===== src/rtl/ysyx_23060251_ifu.sv =====
// Instruction fetch stage: owns the PC, keeps one imem read outstanding, hands {pc, inst} to decode.
// Optional YSYX_23060251_IFU_ALIGN_CHK_EN: misaligned fetch PCs fault locally without an AR beat.
module ysyx_23060251_ifu #(
    parameter int              XLEN     = 64,
    parameter logic [XLEN-1:0] RESET_PC = 64'h0000_0000_8000_0000
) (
    input  logic            clk_i,
    input  logic            rst_n_i,
    input  logic            redirect_valid_i,
    input  logic [XLEN-1:0] redirect_pc_i,
    output logic [XLEN-1:0] araddr_o,
    output logic            arvalid_o,
    input  logic            arready_i,
    input  logic [31:0]     rdata_i,
    input  logic [1:0]      rresp_i,
    input  logic            rvalid_i,
    output logic            rready_o,
    output logic [31:0]     inst_o,
    output logic [XLEN-1:0] pc_o,
    output logic            fault_o,
    output logic            valid_o,
    input  logic            ready_i
);

    typedef enum logic [1:0] {IDLE, REQ, WAIT, HOLD} state_t;

`ifdef YSYX_23060251_IFU_ALIGN_CHK_EN
    localparam logic [31:0] NOP = 32'h0000_0013;
`endif

    state_t          state, state_n;
    logic [XLEN-1:0] pc, pc_n;
    logic            drop, drop_n;
    logic [XLEN-1:0] araddr_n, pc_out_n;
    logic            arvalid_n, rready_n, valid_n, fault_n;
    logic [31:0]     inst_n;
    logic            launch;
    logic [XLEN-1:0] launch_addr;

    always_ff @(posedge clk_i) begin
        if (!rst_n_i) begin
            state     <= IDLE;
            pc        <= RESET_PC;
            drop      <= 1'b0;
            araddr_o  <= RESET_PC;
            arvalid_o <= 1'b0;
            rready_o  <= 1'b0;
            valid_o   <= 1'b0;
            fault_o   <= 1'b0;
            inst_o    <= 32'h0;
            pc_o      <= '0;
        end else begin
            state     <= state_n;
            pc        <= pc_n;
            drop      <= drop_n;
            araddr_o  <= araddr_n;
            arvalid_o <= arvalid_n;
            rready_o  <= rready_n;
            valid_o   <= valid_n;
            fault_o   <= fault_n;
            inst_o    <= inst_n;
            pc_o      <= pc_out_n;
        end
    end

    always_comb begin
        state_n     = state;
        pc_n        = pc;
        drop_n      = drop;
        araddr_n    = araddr_o;
        arvalid_n   = arvalid_o;
        rready_n    = rready_o;
        valid_n     = valid_o;
        fault_n     = fault_o;
        inst_n      = inst_o;
        pc_out_n    = pc_o;
        launch      = 1'b0;
        launch_addr = pc;

        case (state)
            IDLE: begin
                launch = 1'b1;
                if (redirect_valid_i) begin
                    pc_n        = redirect_pc_i;
                    launch_addr = redirect_pc_i;
                end
            end
            REQ: begin
                // The AR beat in flight cannot be withdrawn; mark its response for discard.
                if (redirect_valid_i) begin
                    pc_n   = redirect_pc_i;
                    drop_n = 1'b1;
                end
                if (arready_i) begin
                    state_n   = WAIT;
                    arvalid_n = 1'b0;
                    rready_n  = 1'b1;
                end
            end
            WAIT: begin
                if (rvalid_i) begin
                    rready_n = 1'b0;
                    if (redirect_valid_i) begin
                        pc_n        = redirect_pc_i;
                        drop_n      = 1'b0;
                        launch      = 1'b1;
                        launch_addr = redirect_pc_i;
                    end else if (drop) begin
                        drop_n = 1'b0;
                        launch = 1'b1;
                    end else begin
                        inst_n   = rdata_i;
                        pc_out_n = pc;
                        fault_n  = (rresp_i != 2'b00);
                        valid_n  = 1'b1;
                        state_n  = HOLD;
                    end
                end else if (redirect_valid_i) begin
                    pc_n   = redirect_pc_i;
                    drop_n = 1'b1;
                end
            end
            HOLD: begin
                // A same-cycle handshake still counts, but the redirect target wins over pc+4.
                if (redirect_valid_i) begin
                    valid_n     = 1'b0;
                    pc_n        = redirect_pc_i;
                    launch      = 1'b1;
                    launch_addr = redirect_pc_i;
                end else if (ready_i) begin
                    valid_n     = 1'b0;
                    pc_n        = pc + XLEN'(4);
                    launch      = 1'b1;
                    launch_addr = pc + XLEN'(4);
                end
            end
            default: state_n = IDLE;
        endcase

        if (launch) begin
            state_n   = REQ;
            araddr_n  = launch_addr;
            arvalid_n = 1'b1;
`ifdef YSYX_23060251_IFU_ALIGN_CHK_EN
            if (launch_addr[1:0] != 2'b00) begin
                state_n   = HOLD;
                araddr_n  = araddr_o;
                arvalid_n = 1'b0;
                valid_n   = 1'b1;
                fault_n   = 1'b1;
                inst_n    = NOP;
                pc_out_n  = launch_addr;
            end
`endif
        end
    end

endmodule

===== config.mk =====
export PLATFORM = sky130hd
export DESIGN_NAME = ysyx_23060251_ifu
export DESIGN_NICKNAME = d
export VERILOG_FILES = /design/src/rtl/ysyx_23060251_ifu.sv
export SDC_FILE = /design/constraint.sdc
export NUM_CORES = 1
export LEC_CHECK = 0
export ABC_CLOCK_PERIOD_IN_PS = 4000
export BUFFER_PORTS_ARGS = -buffer_cell sky130_fd_sc_hd__buf_4
export CORE_ASPECT_RATIO = 2
export CORE_MARGIN = 3
export CORE_UTILIZATION = 55
export DETAILED_ROUTE_END_ITERATION = 12
export PLACE_DENSITY = 0.8
export SETUP_SLACK_MARGIN = 0.2
export SLEW_MARGIN = 40
export SYNTH_ARGS = -nofsm -noshare
export SYNTH_HDL_FRONTEND = slang
export SYNTH_SLANG_ARGS = --single-unit

===== constraint.sdc =====
create_clock -name clk_i -period 4 [get_ports clk_i]
set_input_delay 0.6 -clock clk_i [delete_from_list [all_inputs] [get_ports clk_i]]
set_output_delay 0.6 -clock clk_i [all_outputs]
set_load 0.02 [all_outputs]

==> metrics.md <==
| Metric | Value |
|---|---|
| Status | finished clean |
| RSZ-0062 raised after global routing | no |
| CTS Buf Count | 21 |
| Maximum Capacitance Violations | 0 |
| Multi-input gate area | 7098 um^2 |
| Post-synth cell types | 73 |
| Die area | 24,570 um^2 |
| Design area | 15,140 um^2 |
| # rows | 77 |
| Flop pwr share | 43.1% |
| Clk sink count | 231 |
| Post-Synth XOR/XNOR Area | 3.802% |
| Final hold violations | 0 |
| H-Tree Depth | 1 |
| Post CTS Setup Buffer Count | 0 |
| Max Transition Viols Final | 0 |
| Core Footprint | 22,160 um^2 |
| Flops & latches, synth | 231 |
| Commonest non-fill, non-tap cell in the layout | nand2_1 |
| Vias after detailed routing | 13,480 |
| Critical Path RT | 4.44 ns |
| Tot Pwr | 6157 uW |
| Tightest Hold Check Type | in2reg |
| Final Worst Setup Slack | 1.044 ns |
| Routed WL per cell | 22.06 um |
| Final wirelength | 46,110 um |
| Largest net degree at the start of global routing | 75 |
| Reg2reg start | pc[2] |
| Synth Area in Compound Gates | 23.43% |
| Grt total ovfl | 0 |
| Most frequent cells in the layout | nand2_1, buf_4, dfxtp_1 |
| First-pass GRT wire length | 71,030 um |
| Highest Clock Rate | 338.3 MHz |
| CP max stage cell | dfxtp_1 |
| Layout Nets | 1,909 |
| Power per standard cell area | 406.6 nW/um^2 |
| DP HPWL | 32,350 um |
| Synth Area in Adders | 0.5029% |
| Die Y | 218.7 um |
| Post-synth net total | 1,752 |
| Filler Cell Count | 1,971 |
| 1st-iter DRT viols | 1,215 |
| Cell count after synthesis | 1,643 |
| Worst R2R Setup Slack | 1.04 ns |
| Sw frac | 31.34% |
| Synth Cell Area | 12,440 um^2 |
| Setup Crit Path Kind | reg2reg |
| Largest family of logic cells by synthesized area | simple AND/OR/NAND/NOR gates |
| Final Cycle Share | 73.90% |
| TritonRoute pass-1 iters | 5 |
| CP most frequent cell | nand4_1 |
| Total track usage | 35.81% |
| Worst Reg-to-Reg Cells | 8 |
| Mux share of post-synthesis cell area | 0.8348% |
| Layout cell share with drive strength beyond 1 | 20.13% |
| Worst Path Max Fanout | 13 |
| Min Tclk post-route | 2.956 ns |
| Setup TNS | 0 ns |
| Post-DP Area | 14,400 um^2 |
| CTS tree | yes |
| Pre-CTS WS | 1.021 ns |
| Worst setup path end | pc[46] |
| Power Internal | 4227 uW |
| CP Launch Type | flop |
| Leakage power | 0.005844 uW |
| Synth Flop Type | dfxtp_1 |
| Finished Core Util | 68.34% |
| Worst slew pin tran | 0.9498 ns |
| Initial core utilization | 56.14% |
| Combinational power share | 21.3% |
| CP peak stage delay | 0.51 ns |
| Mean Syn Cell Area | 7.571 um^2 |
| CP Capture Type | flop |
| Clock share of power | 35.6% |
| Vias per cell | 6.448 |
| Final ANT Viol Nets | 0 |
| Critical Path AT | 3.39 ns |
| Final setup vio count | 0 |
| Vias in the first global route | 13,270 |
| Asr flop ratio synth | 0% |
| Drt drc | 0 |
| Root buffer cell | clkbuf_16 |
| Placer Congestion | 0.9848 |
| Layout area overhead | 21.74% |
| Buffers on Ports | 267 |
| Top Ports | 268 |
| Rel. slew slack | 36.45% |
| Cts repair resizes | 0 |
| Initial antenna violation count | 1 |
| CP Cell Sequence | ha_1, and4_1, nand4_1, buf_4, nor4_2, nand4_1, or3_1, a31oi_1 |
| DIE WIDTH | 112.3 um |
| EDFF count, synth | 0 |
| Worst IR Drop VDD | 412.4 uV |
| Net Sw Power | 1930 uW |
| Register area | 4624 um^2 |
| Synth warn | 0 |
| Worst skew pair latency | 0.53 ns |
| Worst Setup SP | pc[2] |
| Clock Path Buffers | 3 |
| Seq/Total Area, Yosys | 37.18% |
| Clk_skew | 0.01608 ns |
| Worst-path clk slew | 0.07 ns |
| Hold Buf Count CTS | 0 |
| Worst r2r dst | pc[46] |
| Simple-Gate Fraction of Synth Area | 28.07% |
## layer usage
layer  vias to the layer above  GRT usage [%]  share of wire [%]
li1                       6203              -                  -
met1                      6385          38.53                 35
met2                       686          62.76                 50
met3                       203          5.514                7.2
met4                         0          26.03                7.5
met5                         -              0                  0
## worst min path at each step
stage | start | endpoint | cells after the start
2_1_floorplan | pc[0] | pc_o[0] | 2
3_3_place_gp | araddr_o[39] | araddr_o[39] | 1
3_5_place_dp | inst_o[20] | inst_o[20] | 2
4_1_cts | rdata_i[30] | inst_o[30] | 3
5_1_grt | rdata_i[30] | inst_o[30] | 3
6_report | rdata_i[13] | inst_o[13] | 3
## layout make-up
class | instances | area share [%]
clock inverter | 6 | 0.7188
clock buffer | 30 | 4.090
inverter | 17 | 0.4379
multi-input combinational | 1226 | 46.87
timing repair buffer | 303 | 15.05
sequential | 231 | 30.54
tap | 276 | 2.280
antenna | 1 | 0.01652
## per-stage QoR
step / hold WS (ns) / cells
2_1_floorplan: 0.4440 / 1643
3_3_place_gp: 0.4414 / 2053
3_5_place_dp: 0.4467 / 2053
4_1_cts: 0.3079 / 2089
5_1_grt: 0.3294 / 2090
6_report: 0.3215 / 2090
## cells in the mapped netlist, types with 6 or more instances
master / number / area [um^2]
nand2_1: 318 / 1194
dfxtp_1: 231 / 4624
a21oi_1: 171 / 855.8
clkbuf_1: 122 / 457.9
nor2_1: 85 / 319.1
o21ai_0: 67 / 335.3
nand2b_1: 57 / 356.6
nand3_1: 55 / 275.3
nand4_1: 53 / 331.6
buf_2: 35 / 175.2
nor3_1: 30 / 150.1
and3_1: 29 / 181.4
xor2_1: 28 / 245.2
xnor2_1: 26 / 227.7
o211ai_1: 25 / 187.7
and4_1: 23 / 201.4
a31oi_1: 22 / 137.6
a221o_1: 19 / 190.2
a22oi_1: 17 / 127.6
a32o_1: 17 / 170.2
nor4_1: 17 / 106.4
inv_1: 16 / 60.06
o31ai_1: 16 / 120.1
a22o_1: 15 / 131.4
and2_1: 12 / 75.07
a211oi_1: 9 / 67.56
o22ai_1: 9 / 56.30
a221oi_1: 8 / 70.07
mux2i_1: 7 / 70.07
buf_1: 6 / 22.52
## cell families after synthesis
logic type	after synthesis
adders and majority gates	5
DFF	231
xor gates and xnor gates	54
AOI/OAI and AO/OA	450
buffers and inverters	186
muxes	10
and+or+nand+nor	707
## worst max-delay path, delay by kind of cell (launching register included)
kind | cells | cell delay (ns)
buffers and inverters | 1 | 0.23
adders and majority gates | 1 | 0.26
and+or+nand+nor | 5 | 1.68
AOI/OAI and AO/OA | 1 | 0.19
DFF | 1 | 0.51
## state kept, by name (all words and copies together) (netlist names)
signal and count:
araddr_o 64, pc 64, pc_o 64, inst_o 32
state 2, arvalid_o 1, drop 1, fault_o 1
rready_o 1, valid_o 1
## power groups by stage
stage / logic, uW / clock network (uW) / registers [uW]
after floorplan: 723 / 0 / 2700
after global placement: 1270 / 0 / 2690
after detailed placement: 1290 / 0 / 2690
after CTS: 1300 / 2200 / 2640
after global routing: 1400 / 2260 / 2670
final: 1310 / 2190 / 2650
No activity file was read; power rests on OpenSTA's default activity.
